===== config.mk =====
export PLATFORM = sky130hd
export DESIGN_NAME = clkspec_ncr_mul_sched_flat
export DESIGN_NICKNAME = d
export VERILOG_FILES = /design/src/rtl/clkspec_ncr_mul_sched_if.sv /design/src/rtl/clkspec_ncr_mul_sched.sv /design/src/flat_wrapper.sv
export SDC_FILE = /design/constraint.sdc
export NUM_CORES = 1
export LEC_CHECK = 0
export CORE_UTILIZATION = 54
export CTS_CLUSTER_DIAMETER = 60
export DETAILED_ROUTE_END_ITERATION = 7
export PLACE_DENSITY = 0.85
export SKIP_LAST_GASP = 1
export SLEW_MARGIN = 30
export SYNTH_ARGS = -nofsm -noshare
export SYNTH_HDL_FRONTEND = slang
export SYNTH_SLANG_ARGS = --single-unit
export TNS_END_PERCENT = 5

===== constraint.sdc =====
create_clock -name clk -period 3.6 [get_ports clk]
set_clock_uncertainty 0.05 [all_clocks]
set_input_delay 1.08 -clock clk [delete_from_list [all_inputs] [get_ports clk]]
set_output_delay 1.08 -clock clk [all_outputs]
set_load 0.05 [all_outputs]

===== src/rtl/clkspec_ncr_mul_sched_if.sv =====
// Handshake and lane bus of the round-robin multiplier scheduler: operand input,
// product output and the two external multiplier lanes.
interface clkspec_ncr_mul_sched_if #(
  parameter int WIDTH = 8
);
  logic                 in_valid;
  logic                 in_ready;
  logic [WIDTH-1:0]     a;
  logic [WIDTH-1:0]     b;
  logic                 out_valid;
  logic                 out_ready;
  logic [2*WIDTH-1:0]   dout;
  logic                 l0_go;
  logic                 l1_go;
  logic [WIDTH-1:0]     l0_a;
  logic [WIDTH-1:0]     l0_b;
  logic [WIDTH-1:0]     l1_a;
  logic [WIDTH-1:0]     l1_b;
  logic [2*WIDTH-1:0]   l0_p;
  logic [2*WIDTH-1:0]   l1_p;
  logic                 issue_lane;
  logic                 busy;

  modport slave (
    input  in_valid, a, b, out_ready, l0_p, l1_p,
    output in_ready, out_valid, dout, l0_go, l1_go, l0_a, l0_b, l1_a, l1_b,
    output issue_lane, busy
  );

  modport master (
    output in_valid, a, b, out_ready, l0_p, l1_p,
    input  in_ready, out_valid, dout, l0_go, l1_go, l0_a, l0_b, l1_a, l1_b,
    input  issue_lane, busy
  );
endinterface


===== src/rtl/clkspec_ncr_mul_sched.sv =====
// Two-lane round-robin multiplier scheduler: issues operand pairs to external
// fixed-latency lanes and returns products in accept order through a credited FIFO.
module clkspec_ncr_mul_sched #(
  parameter int WIDTH  = 8,
  parameter int LAT    = 2,
  parameter int FDEPTH = 4
) (
  input  logic                   clk,
  input  logic                   reset,
  clkspec_ncr_mul_sched_if.slave bus
);
  localparam int PW    = $clog2(FDEPTH);
  localparam int CW    = PW + 1;
  localparam int PRODW = 2 * WIDTH;
  localparam logic [CW:0] CREDITS = (CW+1)'(FDEPTH);

  logic                 issue_lane;
  logic [CW-1:0]        inflight;
  logic [CW-1:0]        fifo_count;
  logic [PW-1:0]        wr_ptr;
  logic [PW-1:0]        rd_ptr;
  logic [PRODW-1:0]     fifo_mem [FDEPTH];
  logic                 vld_p0;
  logic [1:0]           go_p1;
  logic [WIDTH-1:0]     opa_p1 [2];
  logic [WIDTH-1:0]     opb_p1 [2];
  logic [LAT-1:0]       vld_p2 [2];
  logic                 vld_p3;
  logic [PRODW-1:0]     prod_p3;
  logic                 pop;

  // Stage 0: accept; credits cover every pair in flight or buffered, so the FIFO never overflows
  assign bus.in_ready = ({1'b0, inflight} + {1'b0, fifo_count}) < CREDITS;
  assign vld_p0       = bus.in_valid & bus.in_ready;

  // Stage 1: issue strobe and operand registers of the selected lane
  always_ff @(posedge clk or negedge reset) begin
    if (!reset) begin
      issue_lane <= 1'b0;
      go_p1      <= '0;
      for (int l = 0; l < 2; l++) begin
        opa_p1[l] <= '0;
        opb_p1[l] <= '0;
      end
    end else begin
      go_p1 <= '0;
      if (vld_p0) begin
        go_p1[issue_lane]  <= 1'b1;
        opa_p1[issue_lane] <= bus.a;
        opb_p1[issue_lane] <= bus.b;
        issue_lane         <= ~issue_lane;
      end
    end
  end

  assign bus.issue_lane = issue_lane;
  assign bus.l0_go      = go_p1[0];
  assign bus.l1_go      = go_p1[1];
  assign bus.l0_a       = opa_p1[0];
  assign bus.l0_b       = opb_p1[0];
  assign bus.l1_a       = opa_p1[1];
  assign bus.l1_b       = opb_p1[1];

  // Stage 2: per-lane valid shift registers; the tail marks the cycle the lane result is due
  always_ff @(posedge clk or negedge reset) begin
    if (!reset) begin
      for (int l = 0; l < 2; l++) vld_p2[l] <= '0;
    end else begin
      for (int l = 0; l < 2; l++) vld_p2[l] <= (vld_p2[l] << 1) | LAT'(go_p1[l]);
    end
  end

  // Stage 3: sample the due lane; issues are one per cycle, so at most one tail is set
  assign vld_p3  = vld_p2[0][LAT-1] | vld_p2[1][LAT-1];
  assign prod_p3 = vld_p2[0][LAT-1] ? bus.l0_p : bus.l1_p;

  always_ff @(posedge clk or negedge reset) begin
    if (!reset) begin
      inflight <= '0;
    end else begin
      case ({vld_p0, vld_p3})
        2'b10:   inflight <= inflight + 1'b1;
        2'b01:   inflight <= inflight - 1'b1;
        default: inflight <= inflight;
      endcase
    end
  end

  // Stage 4: output FIFO
  assign pop           = bus.out_valid & bus.out_ready;
  assign bus.out_valid = fifo_count != '0;
  assign bus.dout      = bus.out_valid ? fifo_mem[rd_ptr] : '0;
  assign bus.busy      = (inflight != '0) || (fifo_count != '0);

  always_ff @(posedge clk or negedge reset) begin
    if (!reset) begin
      wr_ptr     <= '0;
      rd_ptr     <= '0;
      fifo_count <= '0;
    end else begin
      if (vld_p3) wr_ptr <= wr_ptr + 1'b1;
      if (pop)    rd_ptr <= rd_ptr + 1'b1;
      case ({vld_p3, pop})
        2'b10:   fifo_count <= fifo_count + 1'b1;
        2'b01:   fifo_count <= fifo_count - 1'b1;
        default: fifo_count <= fifo_count;
      endcase
    end
  end

  always_ff @(posedge clk) begin
    if (vld_p3) fifo_mem[wr_ptr] <= prod_p3;
  end
endmodule


===== src/flat_wrapper.sv =====
// flat-port wrapper written by rule: the top's interface ports become plain ports
module clkspec_ncr_mul_sched_flat 
#(
  parameter int WIDTH  = 8,
  parameter int LAT    = 2,
  parameter int FDEPTH = 4
)
  (clk, reset, bus_in_valid, bus_a, bus_b, bus_out_ready, bus_l0_p, bus_l1_p, bus_in_ready, bus_out_valid, bus_dout, bus_l0_go, bus_l1_go, bus_l0_a, bus_l0_b, bus_l1_a, bus_l1_b, bus_issue_lane, bus_busy);
  clkspec_ncr_mul_sched_if #(.WIDTH(WIDTH)) bus_i ();
  input  logic clk;
  input  logic reset;
  input wire logic [$bits(bus_i.in_valid)-1:0] bus_in_valid;
  input wire logic [$bits(bus_i.a)-1:0] bus_a;
  input wire logic [$bits(bus_i.b)-1:0] bus_b;
  input wire logic [$bits(bus_i.out_ready)-1:0] bus_out_ready;
  input wire logic [$bits(bus_i.l0_p)-1:0] bus_l0_p;
  input wire logic [$bits(bus_i.l1_p)-1:0] bus_l1_p;
  output wire logic [$bits(bus_i.in_ready)-1:0] bus_in_ready;
  output wire logic [$bits(bus_i.out_valid)-1:0] bus_out_valid;
  output wire logic [$bits(bus_i.dout)-1:0] bus_dout;
  output wire logic [$bits(bus_i.l0_go)-1:0] bus_l0_go;
  output wire logic [$bits(bus_i.l1_go)-1:0] bus_l1_go;
  output wire logic [$bits(bus_i.l0_a)-1:0] bus_l0_a;
  output wire logic [$bits(bus_i.l0_b)-1:0] bus_l0_b;
  output wire logic [$bits(bus_i.l1_a)-1:0] bus_l1_a;
  output wire logic [$bits(bus_i.l1_b)-1:0] bus_l1_b;
  output wire logic [$bits(bus_i.issue_lane)-1:0] bus_issue_lane;
  output wire logic [$bits(bus_i.busy)-1:0] bus_busy;
  assign bus_i.in_valid = bus_in_valid;
  assign bus_i.a = bus_a;
  assign bus_i.b = bus_b;
  assign bus_i.out_ready = bus_out_ready;
  assign bus_i.l0_p = bus_l0_p;
  assign bus_i.l1_p = bus_l1_p;
  assign bus_in_ready = bus_i.in_ready;
  assign bus_out_valid = bus_i.out_valid;
  assign bus_dout = bus_i.dout;
  assign bus_l0_go = bus_i.l0_go;
  assign bus_l1_go = bus_i.l1_go;
  assign bus_l0_a = bus_i.l0_a;
  assign bus_l0_b = bus_i.l0_b;
  assign bus_l1_a = bus_i.l1_a;
  assign bus_l1_b = bus_i.l1_b;
  assign bus_issue_lane = bus_i.issue_lane;
  assign bus_busy = bus_i.busy;
  clkspec_ncr_mul_sched #(.WIDTH(WIDTH), .LAT(LAT), .FDEPTH(FDEPTH)) u_core (.clk(clk), .reset(reset), .bus(bus_i));
endmodule

[Yosys cells after proc, flatten, opt, wreduce, memory -nomap -nowiden]
Memory sizes are Yosys's and may differ from the RTL's.
Index checks and enable logic that the tools add are counted.
Storage, ports and cells
  logic and storage cells: 56
  input bits: 52
  flip-flop bits (word level): 49
  output and inout bits: 54
  latch bits: 0
  bits in read-only memories: 0
  bits in writable memories: 64
  memories: 1
Memory list
  u_core.fifo_mem: words 4, width 16, rd ports 1, clocked after Yosys merged registers in 0, wr ports 1, RTL line clkspec_ncr_mul_sched.sv:22  | logic [PRODW-1:0] fifo_mem [FDEPTH];
Cells by class
  bitwise gates (word level): 7
  equality and inequality tests: 4
  $lt $le $gt $ge: 5
  $mul: 0
  muxes and demuxes: 13
  shift operators: 0
  add/sub/neg operators: 7
  reductions and logical operators: 7
  div/mod/pow operators: 0
Operators by type and width (count)
  bitwise mux 16 bit: 2
  two-way mux 16 bit: 2
  one-hot mux 3 bit (2 select lines): 2
  demux 8 bit (select 1 bit): 1
  two-way mux 8 bit: 1
  adder 3 x 1 -> 3 bit (second input constant): 2
  nonzero test 3 bit: 2
  subtractor 3 x 1 -> 3 bit (second input constant): 2
  adder 2 x 1 -> 2 bit (second input constant): 2
  adder 3 x 3 -> 4 bit: 1
  equality test 2 x 1 -> 1 bit (second input constant): 2
  equality test 2 bit (second input constant): 2
  less-than comparator 4 x 3 -> 1 bit (second input constant): 1
  bitwise OR 2 x 1 -> 2 bit: 2
  nonzero test 2 bit: 2
  two-way mux 1 bit: 3
  AND 1 bit: 2
  >= comparator 2 bit (second input constant): 1
  logical AND 1 bit: 2
  less-than comparator 1 x 2 -> 1 bit (second input constant): 1
  less-than comparator 2 x 1 -> 1 bit (second input constant): 1
  two-way mux 2 bit: 1
  NOT 1 -> 2 bit: 1
  demux 1 bit (select 1 bit): 1
  4 further kinds: 4

[Logic depth before layout (Yosys ltp)]
  depth in word-level cells: 6
  mapped depth: 9
  mapped depth without buffers: 8

[Worst setup path before layout]
OpenSTA, ideal clock, no wires.
  kind: reg2out
  from: reg u_core.inflight[1]
  to: out bus_in_ready
  arrival: 2315 ps
  path slack: 155 ps
  cell stages (with the launch flop): 4
  required time: 2470 ps
  path buffers: 0
  cells stage by stage: dfrtp_1 ha_1 and3_1 nor4_1
Between the ends
  word-level cells in the longest chain between the ends: 2
Ends and longest elaborated chain
  start: declaration: RTL line clkspec_ncr_mul_sched.sv:18  | logic [CW-1:0] inflight;
  start signal: assignment: RTL line clkspec_ncr_mul_sched.sv:82  | 2'b10: inflight <= inflight + 1'b1;
  start signal: assignment: RTL line clkspec_ncr_mul_sched.sv:83  | 2'b01: inflight <= inflight - 1'b1;
  start signal: assignment: RTL line clkspec_ncr_mul_sched.sv:84  | default: inflight <= inflight;
  adder 3 x 3 -> 4 bit: RTL line clkspec_ncr_mul_sched.sv:33  | assign bus.in_ready = ({1'b0, inflight} + {1'b0, fifo_count}) < CREDITS;
  less-than comparator 4 x 3 -> 1 bit: RTL line clkspec_ncr_mul_sched.sv:33
  end: declaration: RTL line flat_wrapper.sv:18  | output wire logic [$bits(bus_i.in_ready)-1:0] bus_in_ready;
Every way passes these cells.

[Worst setup path after layout]
Same ends and word-level chain as after synthesis.

==> key figures <==
Finish
  – Layout cells sized above 1: 31.6%
  – Antenna diode count: 0
  – Most common cell after layout, fill and taps aside: clkdlybuf4s50_1
  – Layout area overhead: 35.1%
  – Most frequent cells in the layout: clkdlybuf4s50_1 (86), edfxtp_1 (64), dfrtp_1 (49)
  – Nets: 432
  – Post-route insts no fill: 488

Floorplan
  – Die width: 94.9 um
  – CORE AREA: 8300 sq um
  – Starting Density: 56.2%
  – Site row count: 33
  – I/O pin total: 106
  – Die area: 9010 sq um
  – DIE HEIGHT: 94.9 um

Routing
  – Routed wire length: 8.76 mm
  – Post-DRT Antenna Nets: 0
  – Drt drc: 0
  – Drt pass-1 iters: 4
  – Via count: 2570
  – First DRT Iteration DRCs: 125
  – Avg WL per Cell: 17.9 um
  – Vias per cell: 5.27

STA
  – RSZ-0062 raised after global routing: no
  – Final hold vios: 0
  – Crit path time final: 3330 ps
  – Final slew viol count: 0
  – Final setup viols: 0
  – Max Freq: 0.300 GHz
  – Worst Max-Slew Pin Slew: 950 ps
  – Period utilization: 92.5%
  – Relative max-transition margin: 36.4%
  – Setup_tns: 0 ps

Yosys
  – Post-Syn Area: 4660 sq um
  – Yosys reg bits: 113
  – Synth cell types: 27
  – Multiplexer share of the synthesized area: 20.5%
  – Post-Synth Simple-Gate Area: 5.05%
  – Syn. warnings: 0
  – Syn Nets: 314
  – Synth Area in Compound Gates: 0.215%
  – XOR/XNOR share of the synthesized area: 1.88%
  – Post-Synth Adder-Cell Area: 3.01%
  – Average size of a mapped cell: 18.5 sq um
  – Register area share after synthesis: 67.5%
  – Main combinational cell family by area after synthesis: multiplexers
  – Post-Syn Instances: 252

CTS
  – Cts repair resizes: 1
  – Setup bufs post-CTS: 0
  – H-tree depth: 4
  – CTS tree: yes
  – Clock slew at reported path FFs: 50 ps
  – Hold Buf Count CTS: 0
  – Root Buffer: clkbuf_8
  – Num CTS Buffers: 17
  – Max clock buf depth: 2
  – CTS Sinks: 113
  – Clock latency on the worst-skew pair: 500 ps

Hold path
  – Hold path cells: 0
  – Worst Hold End: u_core.vld_p2[3]$_DFF_PN0_
  – Worst hold path class: reg -> reg
  – Hold path start: u_core.vld_p2[2]$_DFF_PN0_

Global routing
  – Largest net degree at the start of global routing: 50
  – Grt ovf: 0
  – First-pass GRT wire length: 13.8 mm
  – Number of global-route vias before repair: 2825
  – GRT Resource Usage Total: 21.8%
  – Initial antenna violation count: 0

Setup path
  – Critical Path RT: 2470 ps
  – Crit path DAT: 2200 ps
  – Max incr delay on CP: 590 ps
  – Reg-to-Reg Start: u_core.fifo_count[2]$_DFFE_PN0P_
  – Critical path class: reg -> out
  – Worst setup SP type: register
  – R2R depth: 8
  – Slowest stage cell, crit path: dlygate4sd2_1
  – Reg2Reg Capture Point: u_core.inflight[2]$_DFFE_PN0P_
  – Crit. End Element: output port
  – Crit Path Max Fanout: 4
  – Crit-path cells: ha_1, and3_1, nor4_1, dlygate4sd2_1
  – R2R setup slack: 1220 ps

Flow run
  – Max-Cap Viols: 0

Placed design
  – DP HPWL: 5.54 mm
  – # placed instances: 456
  – PortBufs: 105
  – Placer's final routability congestion estimate: 0.725

Outcome
  – Status: finished clean
-- per-layer routing --
layer	up-vias	global-route usage, %	part of all wire, %
li1	1181	-	-
met3	10	8.70	9.4
met4	0	9.22	1.6
met5	-	0	0
met2	109	37.0	50
met1	1270	24.4	39
-- how the worst max path moves through the flow --
stage,startpoint,endpoint,slack (ps),cells past startpoint
2_1_floorplan,u_core.inflight[1]$_DFFE_PN0P_,bus_in_ready,150,3
6_report,u_core.inflight[1]$_DFFE_PN0P_,bus_in_ready,270,4
3_3_place_gp,bus_in_valid,u_core.inflight[2]$_DFFE_PN0P_,520,8
5_1_grt,u_core.inflight[1]$_DFFE_PN0P_,bus_in_ready,130,4
3_5_place_dp,u_core.inflight[1]$_DFFE_PN0P_,bus_in_ready,470,4
4_1_cts,u_core.inflight[1]$_DFFE_PN0P_,bus_in_ready,210,4
-- layout make-up --
class	count	area, sq um
Sequential cell	113	3150
Fill cell	517	2000
Multi-Input combinational cell	122	1440
Timing Repair Buffer	109	1030
Clock buffer	18	418
Tap cell	105	131
Clock inverter	14	98.8
Inverter	7	26.3
-- cell families (layout without fill, tap and decap cells) --
kind of cell             Yosys count  after routing
AO/OA/AOI/OAI                      2              2
XOR/XNOR                          10             10
adder cells (fa/ha/maj)           10             10
buffers and inverters             17            148
flip-flops                       113            113
multiplexers                      66             66
AND/OR/NAND/NOR                   34             34
-- through the flow --
stage | utilization, % | hold slack (ps) | setup WS (ps) | cell area [sq um]
floorplan | - | 281 | 155 | 4660
global placement | 69.6 | 285 | 516 | 5780
detailed placement | 69.7 | 291 | 466 | 5780
CTS | 75.9 | 303 | 207 | 6300
global route | 75.9 | 315 | 128 | 6300
finish | 75.9 | 300 | 268 | 6300
-- synthesized netlist by cell type --
cell type	number	area, sq um
clkbuf_1	5	18.8
mux2_2	40	450
mux2_4	9	135
buf_2	4	20.0
nor4_1	1	6.26
xnor2_1	6	52.6
or3_1	1	6.26
nand3_1	2	10.0
edfxtp_1	64	1920
or4_1	1	7.51
buf_12	1	20.0
inv_1	7	26.3
nor3b_4	1	18.8
ha_1	8	100
xor2_1	4	35.0
and3_1	1	6.26
nand3_2	1	10.0
o21ai_0	2	10.0
nor2_1	3	11.3
dfrtp_1	49	1230
fa_1	2	40.0
mux4_2	16	360
nor4b_4	1	23.8
and2_1	17	106
nor2b_1	4	25.0
mux2i_1	1	10.0
nand2_1	1	3.75
-- state kept, by name, summed over array words and instances (netlist names) --
register	cells
u_core.fifo_mem	64
u_core.bus.l0_a	8
u_core.bus.l0_b	8
u_core.bus.l1_a	8
u_core.bus.l1_b	8
u_core.vld_p2	4
u_core.fifo_count	3
u_core.inflight	3
u_core.go_p1	2
u_core.rd_ptr	2
u_core.wr_ptr	2
u_core.bus.issue_lane	1
-- critical path, delay by kind of cell, from the launching register on --
family | cells | cell delay (ps)
buffers and inverters | 1 | 590
DFF | 1 | 420
and+or+nand+nor | 2 | 390
adders and majority gates | 1 | 300
Power is left out: the tool's default activity adds up to more than one toggle a clock period on the data nets, which glitch-free logic cannot reach.
